$ cat src/rtl/fofb_setpoint_streamer.sv
`default_nettype none
// ============================================================================
// Module      : fofb_setpoint_streamer
// Description : Streams a snapshot of masked setpoint channels as AXI-Stream
//               beats, one frame per dinToggle level change.
// Revision    : 1.0 - initial release
// ============================================================================
module fofb_setpoint_streamer #(
    parameter int RESULT_COUNT = 32,
    parameter int DIN_WIDTH    = 26,
    parameter int TDATA_WIDTH  = 32,
    parameter int INDEX_WIDTH  = (RESULT_COUNT > 1) ? $clog2(RESULT_COUNT) : 1
) (
    input  logic                              clk,
    input  logic                              rst,
    input  logic                              dinToggle,
    input  logic [RESULT_COUNT*DIN_WIDTH-1:0] din,
    input  logic [RESULT_COUNT-1:0]           channelMask,
    input  logic                              overrunClear,
    output logic                              SETPOINT_TVALID,
    output logic                              SETPOINT_TLAST,
    input  logic                              SETPOINT_TREADY,
    output logic [TDATA_WIDTH-1:0]            SETPOINT_TDATA,
    output logic [INDEX_WIDTH-1:0]            SETPOINT_TUSER,
    output logic                              busy,
    output logic [15:0]                       overrunCount
);

    typedef enum logic [0:0] {
        S_IDLE = 1'b0,
        S_SEND = 1'b1
    } state_t;

    localparam logic [RESULT_COUNT-1:0] c_ONE = RESULT_COUNT'(1);

    state_t                            r_state;
    logic                              r_tog;
    logic                              r_tog_d;
    logic [RESULT_COUNT*DIN_WIDTH-1:0] r_din;
    logic [RESULT_COUNT-1:0]           r_pending;
    logic                              r_valid;
    logic                              r_last;
    logic [TDATA_WIDTH-1:0]            r_data;
    logic [INDEX_WIDTH-1:0]            r_user;
    logic [15:0]                       r_ovf;

    logic                              w_event;
    logic                              w_xfer;
    logic                              w_finish;
    logic                              w_accept;
    logic                              w_advance;
    logic                              w_overrun;
    logic [RESULT_COUNT-1:0]           w_src_mask;
    logic [RESULT_COUNT*DIN_WIDTH-1:0] w_src_din;
    logic [RESULT_COUNT-1:0]           w_low;
    logic [RESULT_COUNT-1:0]           w_rest;
    logic [INDEX_WIDTH-1:0]            w_idx;
    logic [DIN_WIDTH-1:0]              w_chan;
    logic [TDATA_WIDTH-1:0]            w_ext;

    assign w_event   = r_tog ^ r_tog_d;
    assign w_xfer    = r_valid & SETPOINT_TREADY;
    assign w_finish  = w_xfer & r_last;
    assign w_accept  = w_event & ((r_state == S_IDLE) | w_finish);
    assign w_advance = w_xfer & ~r_last;
    assign w_overrun = w_event & (r_state == S_SEND) & ~w_finish;

    // A newly accepted frame is encoded straight from the inputs so its first
    // beat appears on the accepting edge; otherwise walk the pending snapshot.
    assign w_src_mask = w_accept ? channelMask : r_pending;
    assign w_src_din  = w_accept ? din : r_din;

    always_comb begin
        w_low  = w_src_mask & (~w_src_mask + c_ONE);
        w_rest = w_src_mask & ~w_low;
        w_idx  = '0;
        w_chan = '0;
        for (int i = 0; i < RESULT_COUNT; i++) begin
            if (w_low[i]) begin
                w_idx  = INDEX_WIDTH'(i);
                w_chan = w_src_din[i*DIN_WIDTH +: DIN_WIDTH];
            end
        end
    end

    generate
        if (TDATA_WIDTH > DIN_WIDTH) begin : g_sext_pad
            assign w_ext = {{(TDATA_WIDTH-DIN_WIDTH){w_chan[DIN_WIDTH-1]}}, w_chan};
        end else begin : g_sext_none
            assign w_ext = w_chan;
        end
    endgenerate

    always_ff @(posedge clk) begin
        if (rst) begin
            r_tog     <= dinToggle;
            r_tog_d   <= dinToggle;
            r_state   <= S_IDLE;
            r_din     <= '0;
            r_pending <= '0;
            r_valid   <= 1'b0;
            r_last    <= 1'b0;
            r_data    <= '0;
            r_user    <= '0;
            r_ovf     <= '0;
        end else begin
            r_tog   <= dinToggle;
            r_tog_d <= r_tog;

            if (w_accept) begin
                r_din <= din;
                if (channelMask != '0) begin
                    r_state   <= S_SEND;
                    r_valid   <= 1'b1;
                    r_last    <= (w_rest == '0);
                    r_data    <= w_ext;
                    r_user    <= w_idx;
                    r_pending <= w_rest;
                end else begin
                    r_state   <= S_IDLE;
                    r_valid   <= 1'b0;
                    r_last    <= 1'b0;
                    r_pending <= '0;
                end
            end else if (w_advance) begin
                r_last    <= (w_rest == '0);
                r_data    <= w_ext;
                r_user    <= w_idx;
                r_pending <= w_rest;
            end else if (w_finish) begin
                r_state <= S_IDLE;
                r_valid <= 1'b0;
                r_last  <= 1'b0;
            end

            // Clear coinciding with an overrun leaves exactly that one overrun counted.
            if (overrunClear) begin
                r_ovf <= w_overrun ? 16'd1 : 16'd0;
            end else if (w_overrun && (r_ovf != 16'hFFFF)) begin
                r_ovf <= r_ovf + 16'd1;
            end
        end
    end

    assign SETPOINT_TVALID = r_valid;
    assign SETPOINT_TLAST  = r_last;
    assign SETPOINT_TDATA  = r_data;
    assign SETPOINT_TUSER  = r_user;
    assign busy            = (r_state == S_SEND);
    assign overrunCount    = r_ovf;

endmodule
`default_nettype wire

$ cat config.mk
export PLATFORM = sky130hd
export DESIGN_NAME = fofb_setpoint_streamer
export DESIGN_NICKNAME = d
export VERILOG_FILES = /design/src/rtl/fofb_setpoint_streamer.sv
export SDC_FILE = /design/constraint.sdc
export NUM_CORES = 2
export LEC_CHECK = 0
export CAP_MARGIN = 10
export CORE_MARGIN = 1.5
export CORE_UTILIZATION = 30
export CTS_CLUSTER_DIAMETER = 150
export DETAILED_ROUTE_END_ITERATION = 16
export GPL_TIMING_DRIVEN = 0
export PLACE_DENSITY = 0.61
export SYNTH_ARGS = -nofsm -noshare
export SYNTH_HDL_FRONTEND = slang
export SYNTH_SLANG_ARGS = --single-unit
$ cat constraint.sdc
create_clock -name clk -period 5.5 [get_ports clk]
set_input_delay 1.65 -clock clk [delete_from_list [all_inputs] [get_ports clk]]
set_output_delay 1.65 -clock clk [all_outputs]
set_load 0.02 [all_outputs]
# --- After elaboration in Yosys (flattened, before gate mapping) ---
# Cells that the tools add are included.
# Widths: inputs -> output; s select.
totals:
  regBits: 921
  latchBits: 0
  ramBits: 0
  mem_bits_ro: 0
  inputBits: 869
  output_inout_bits: 56
  elab_cells: 123
  mem_count: 0
classes:
  add_sub_neg: 2
  multipliers: 0
  div_mod_pow: 0
  magnitude_cmp: 0
  n_eq_ne: 3
  n_shift: 0
  muxes: 85
  n_bitwise: 15
  reduce_logical: 9
op_table:
  columns: ["cell", "n"]
  rows:
  - ["$mux 26", 32]
  - ["$mux 832", 1]
  - ["$mux 32", 7]
  - ["$mux 5", 32]
  - ["$and 32x32->32", 2]
  - ["$not 32->32", 2]
  - ["$add 32x1->32 const B", 1]
  - ["$logic_not 32->1", 1]
  - ["$mux 16", 2]
  - ["$reduce_bool 32->1", 1]
  - ["$add 16x1->16 const B", 1]
  - ["$ne 16x16->1 const B", 1]
  - ["$mux 1", 10]
  - ["$and 1x1->1", 6]
  - ["$reduce_bool 2->1", 3]
  - ["$reduce_and 2->1", 2]
  - ["$not 1->1", 3]
  - ["$reduce_bool 3->1", 1]
  - ["$mux 2", 1]
  - ["$ne 2x1->1 const B", 1]
  - ["$ne 2x2->1 const B", 1]
  - ["$logic_and 1x1->1", 1]
  - ["$or 1x1->1", 1]
  - ["$xor 1x1->1", 1]

# --- Logic depth before layout (Yosys ltp) ---
logic_depth:
  ltp_word: 42
  depth_mapped: 16
  mapped_depth_nobuf: 9

# --- Least setup slack after synthesis ---
# Ideal clock, no wire load.
synth_path:
  path_type: "in2reg"
  startpoint: "in channelMask[0]"
  endpoint: "reg r_last, in the netlist SETPOINT_TLAST"
  setup_time_ns: 0.071
  arrival_ns: 4.318
  required_time_ns: 5.429
  path_slack_ns: 1.112
  cell_stages: 11
  path_buffers: 2
  path_cell_list: "buf_2 -> or4_4 -> nor4_4 -> a22oi_2 -> buf_2 -> o21a_1 -> or4_1 -> or4_1 -> nor4_2 -> nand4_1 -> a21oi_1"
synth_between:
  elab_chain_len: 9
  elab_cells_between_ends: 11
  cone_classes: "add/sub (1); mux (4); bitwise (4); reduce/logical (2)"
synth_lines:
  columns: ["item", "line", "source"]
  rows:
  - ["from (decl)", "18", "input logic [RESULT_COUNT-1:0] channelMask,"]
  - ["$mux 32", "70", "assign w_src_mask = w_accept ? channelMask : r_pending;"]
  - ["$not 32->32", "74", "w_low = w_src_mask & (~w_src_mask + c_ONE);"]
  - ["$add 32x1->32", "74", null]
  - ["$and 32x32->32", "74", null]
  - ["$not 32->32", "75", "w_rest = w_src_mask & ~w_low;"]
  - ["$and 32x32->32", "75", null]
  - ["$logic_not 32->1", "115, 126", null]
  - ["$mux 1 (on tied branches)", "125, 112", null]
  - ["$mux 1 *", "110", "if (w_accept) begin"]
  - ["to (signal assigned)", "115", "r_last <= (w_rest == '0);"]
  - ["to (signal assigned)", "126", "r_last <= (w_rest == '0);"]
  - ["to (decl)", "42", "logic r_last;"]
# Every way passes the cells marked *; elsewhere a longest branch is shown, timed or not.
# A chain may end at the register's enable or synchronous reset.

# --- Worst setup path in the final report ---
layout_path:
  startpoint: "in SETPOINT_TREADY"
  endpoint: "reg r_data[21], in the netlist SETPOINT_TDATA[21]"
layout_between:
  elab_chain_len: 42
  elab_cells_between_ends: 48
  cone_classes: "add/sub (1); eq/ne (1); mux (37); bitwise (7); reduce/logical (2)"
layout_lines:
  columns: ["item", "line", "source"]
  rows:
  - ["from (decl)", "22", "input logic SETPOINT_TREADY,"]
  - ["$and 1x1->1 *", "62", "assign w_xfer = r_valid & SETPOINT_TREADY;"]
  - ["$and 1x1->1", "63", "assign w_finish = w_xfer & r_last;"]
  - ["$or 1x1->1", "64", "assign w_accept = w_event & ((r_state == S_IDLE) | w_finish);"]
  - ["$and 1x1->1", "64", null]
  - ["$mux 32", "70", null]
  - ["$not 32->32", "74", null]
  - ["$add 32x1->32", "74", null]
  - ["$and 32x32->32", "74", null]
  - ["$mux 26 (32 in series)", "79", "if (w_low[i]) begin"]
  - ["$mux 32 (on tied branches)", "125, 112", null]
  - ["$mux 32", "110", null]
  - ["to (signal assigned)", "116", "r_data <= w_ext;"]
  - ["to (signal assigned)", "127", "r_data <= w_ext;"]
  - ["to (decl)", "43", "logic [TDATA_WIDTH-1:0] r_data;"]
# Every way passes the cells marked *; elsewhere a longest branch is shown, timed or not. The select of a mux whose other input is x is not followed.

==> metrics.csv <==
stage;metric;value;unit
pwr;clock power share;33.1;%
sta;RSZ-0062 raised after global routing;yes;
sta;Final period util;104;%
hold_path;Tightest Hold Check Type;reg -> reg;
pwr;total power;0.0218;W
hold_path;WHS Endpoint;r_din[144]$_SDFF_PP0_;
pwr;cell-internal power;0.0135;W
synthesis;cell area after synthesis;41500;sq um
pwr;Net Switching;0.00831;W
die;die width;375;um
die;# rows;136;
setup_path;Critical Path Start Type;input port;
sta;WHS;454;ps
pwr;Flop pwr share;33.8;%
synthesis;Post-synth EDFFs;0;
die;Die ar.;141000;sq um
finish;Nets;6885;
setup_path;Critical R2R Launch;r_tog_d$_DFF_P_;
sta;max-slew violation count;2;
sta;Final setup viols;27;
global_routing;aggregate global routing overflow;0;
finish;most frequent cells in the layout;clkdlybuf4s50_1, dfxtp_1, nand2_1;
die;IO Count;925;
synthesis;Main synth FF type;dfxtp_1;
setup_path;worst path required time;6140;ps
synthesis;register bit count reported by yosys;888;
cts;clock root buffer;clkbuf_16;
sta;final setup margin;-240;ps
setup_path;Reg2Reg Depth;13;
sta;Max Clock Skew;65.0;ps
setup_path;worst stage delay on the critical path;580;ps
pwr;Pleak;23.2;nW
setup_path;R2R setup slack;-40;ps
detailed_routing;Via density;6.17;
placed_design;IO Port Bufs;919;
run_status;failing checks;capacitance limit, slew limit, setup timing;
finish;layout cell share with drive strength beyond 1;8.62;%
run_status;status;complete, but fails checks;
setup_path;crit path DAT;6380;ps
pwr;switch share;38.2;%
placed_design;Post-DP Area;53100;sq um
die;Starting Density;30.2;%
placed_design;placed wire-length estimate;243;mm
pwr;VDD IR max;0.232;mV
detailed_routing;Total Wirelength;304;mm
synthesis;Syn Area/Cell;8.34;sq um
cts;clock slew at reported path FFs;70;ps
global_routing;largest net degree at the start of global routing;16;
detailed_routing;DRT Pass-1 Iters;8;
setup_path;slowest CP cell;o211ai_1;
finish;fillers;14087;
synthesis;Synth Instances;4980;
synthesis;sequential element share of the synthesized area;42.8;%
cts;maximum clock path buffer count;3;
finish;post-route cell area;57600;sq um
synthesis;syn_nets;5850;
synthesis;yosys synthesis warning count;0;
cts;H-tree lvl count;3;
setup_path;Critical Path Sink Type;flop;
setup_path;Crit Path Class;in -> reg;
die;Die Ht;375;um
cts;TritonCTS clock tree;yes;
global_routing;global-route wire length before repair;393;mm
pwr;Pwr per Cell Area;378;nW/um^2
sta;Max Fclk;174;MHz
placed_design;pre-CTS WS;-2450;ps
detailed_routing;via count;48870;
finish;P&R area growth vs syn;38.8;%
setup_path;crit path max fanout;10;
setup_path;CP cell instances;clkdlybuf4s50_1, a21bo_2, nand2_1, buf_6, buf_6, buf_4, buf_6, buf_6, buf_6, buf_6, a21oi_1, o211ai_1, nand4_1, a21oi_1, nor3_1;
setup_path;CP startpoint;SETPOINT_TREADY;
job;max-capacitance violation count;1;
die;Core Area;137000;sq um
setup_path;reg-to-reg endpoint;SETPOINT_TDATA[21]$_SDFFE_PP0P_;
sta;Slew HR;-4.71;%
sta;final hold vios;0;
cts;hold_buf cts;0;
cts;Clock Latency Late Sink;760;ps
finish;commonest non-fill, non-tap cell in the layout;clkdlybuf4s50_1;
global_routing;initial antenna violation count;53;
detailed_routing;DRT iter0 DRCs;7752;
sta;min Tclk post-route;5740;ps
sta;Worst Tran Pin Value;1550;ps
global_routing;vias in the first global route;45165;
detailed_routing;DR WL/cell;38.3;um
setup_path;most used cell, CP;buf_6;
synthesis;Netlist cell types;94;
detailed_routing;Residual DRC;0;
finish;Final Util;41.9;%
pwr;Comb power frac;33.1;%
synthesis;async set-reset flop share out of synthesis;0;%
placed_design;gpl congestion;1.05;
cts;CTS sink cnt;888;
global_routing;GRT Util Overall;41.1;%
detailed_routing;Routed Antenna Nets;0;
hold_path;WHS Path Cells;2;
cts;TritonCTS buffer count;102;
hold_path;min-delay src;r_din[144]$_SDFF_PP0_;
cell usage after synthesis, types with 34 or more instances:
cell type	count	share of area, %
o21ai_0	117	1.4
a222oi_1	36	0.87
mux2i_1	523	13
o22ai_1	77	1.2
a22oi_1	48	0.87
nor3_1	43	0.52
a221oi_1	74	1.6
nand3_1	102	1.2
nor2_1	694	6.3
a31oi_1	34	0.51
dfxtp_1	888	43
a211oi_1	46	0.83
o221ai_1	48	1.0
buf_2	143	1.7
a21oi_1	466	5.6
o211ai_1	36	0.65
nand2_1	773	7.0
clkbuf_1	231	2.1
repair_timing:
item / in CTS / in global routing
endpoints found under the hold margin: 0 / 0
buffers inserted: 5 / 0
resized for setup: 217 / 58
setup endpoints to repair: 346 / 109
pin swaps: 11 / 4
cloned: 0 / 0
worst max path at each step:
stage / endpoint / slack [ps] / depth (start not counted)
after floorplan: SETPOINT_TLAST$_SDFFE_PP0P_ / 1110 / 11
after global placement: SETPOINT_TDATA[10]$_SDFFE_PP0P_ / -3520 / 14
after detailed placement: SETPOINT_TDATA[9]$_SDFFE_PP0P_ / -2450 / 15
after CTS: SETPOINT_TDATA[21]$_SDFFE_PP0P_ / -20 / 15
after global routing: SETPOINT_TDATA[8]$_SDFFE_PP0P_ / -30 / 15
final: SETPOINT_TDATA[21]$_SDFFE_PP0P_ / -240 / 15
power by group through the flow:
stage / Sequential (W) / Clock (W) / Combinational, W
global placement: 0.00746 / 0 / 0.00649
CTS: 0.00734 / 0.00717 / 0.00677
detailed placement: 0.00748 / 0 / 0.00653
global route: 0.00739 / 0.00741 / 0.00716
finish: 0.00735 / 0.00722 / 0.00720
floorplan: 0.00746 / 0 / 0.00295
logic make-up (layout without fill, tap and decap cells):
| kind of cell | Yosys count | in the layout | share of synthesized area, % |
|---|---|---|---|
| AOI/OAI and AO/OA | 1249 | 1249 | 20.0 |
| adders and majority gates | 4 | 4 | 0.102 |
| DFF | 888 | 888 | 42.8 |
| other | 0 | 28 | 0 |
| muxes | 539 | 539 | 13.0 |
| and+or+nand+nor | 1844 | 1844 | 19.0 |
| buffers and inverters | 444 | 1563 | 4.80 |
| xor gates and xnor gates | 12 | 12 | 0.289 |
worst max-delay path, delay by kind of cell:
family	cells	cell delay (ps)
buffers and inverters	8	2460
AO/OA/AOI/OAI	4	1380
AND/OR/NAND/NOR	3	760
metrics by stage:
step | setup TNS [ps] | cells
CTS | -19.4 | 7894
finish | -2870 | 7921
detailed placement | -656170 | 7702
global placement | -670210 | 7693
floorplan | 0 | 4980
global route | -85.3 | 7906
state kept, by name, summed over array words and instances (netlist names), 5 cells and up:
| register | cells |
|---|---|
| SETPOINT_TDATA | 26 |
| SETPOINT_TUSER | 5 |
| overrunCount | 16 |
| r_din | 806 |
| r_pending | 31 |
final cells by class:
class                   count  area, sq um  area share, %
diodes                     28         70.1          0.122
plain buffers             427         2340           4.07
clock buffers             152         3030           5.26
clock inverters            36          428          0.742
inverters                  14         52.6         0.0912
multi-input cells        3648        22400           38.8
flip-flops and latches    888        17800           30.8
well taps                1794         2240           3.89
repair buffers            934         9330           16.2
per-layer routing:
layer / vias to the layer above / GRT usage, % / share of wire (%)
met5: - / 0 / 0.057
li1: 20015 / - / -
met1: 23957 / 50.9 / 37
met4: 24 / 30.2 / 8.7
met2: 3945 / 59.3 / 41
met3: 929 / 13.7 / 13
Note: power is estimated with default switching activity, not from simulation.
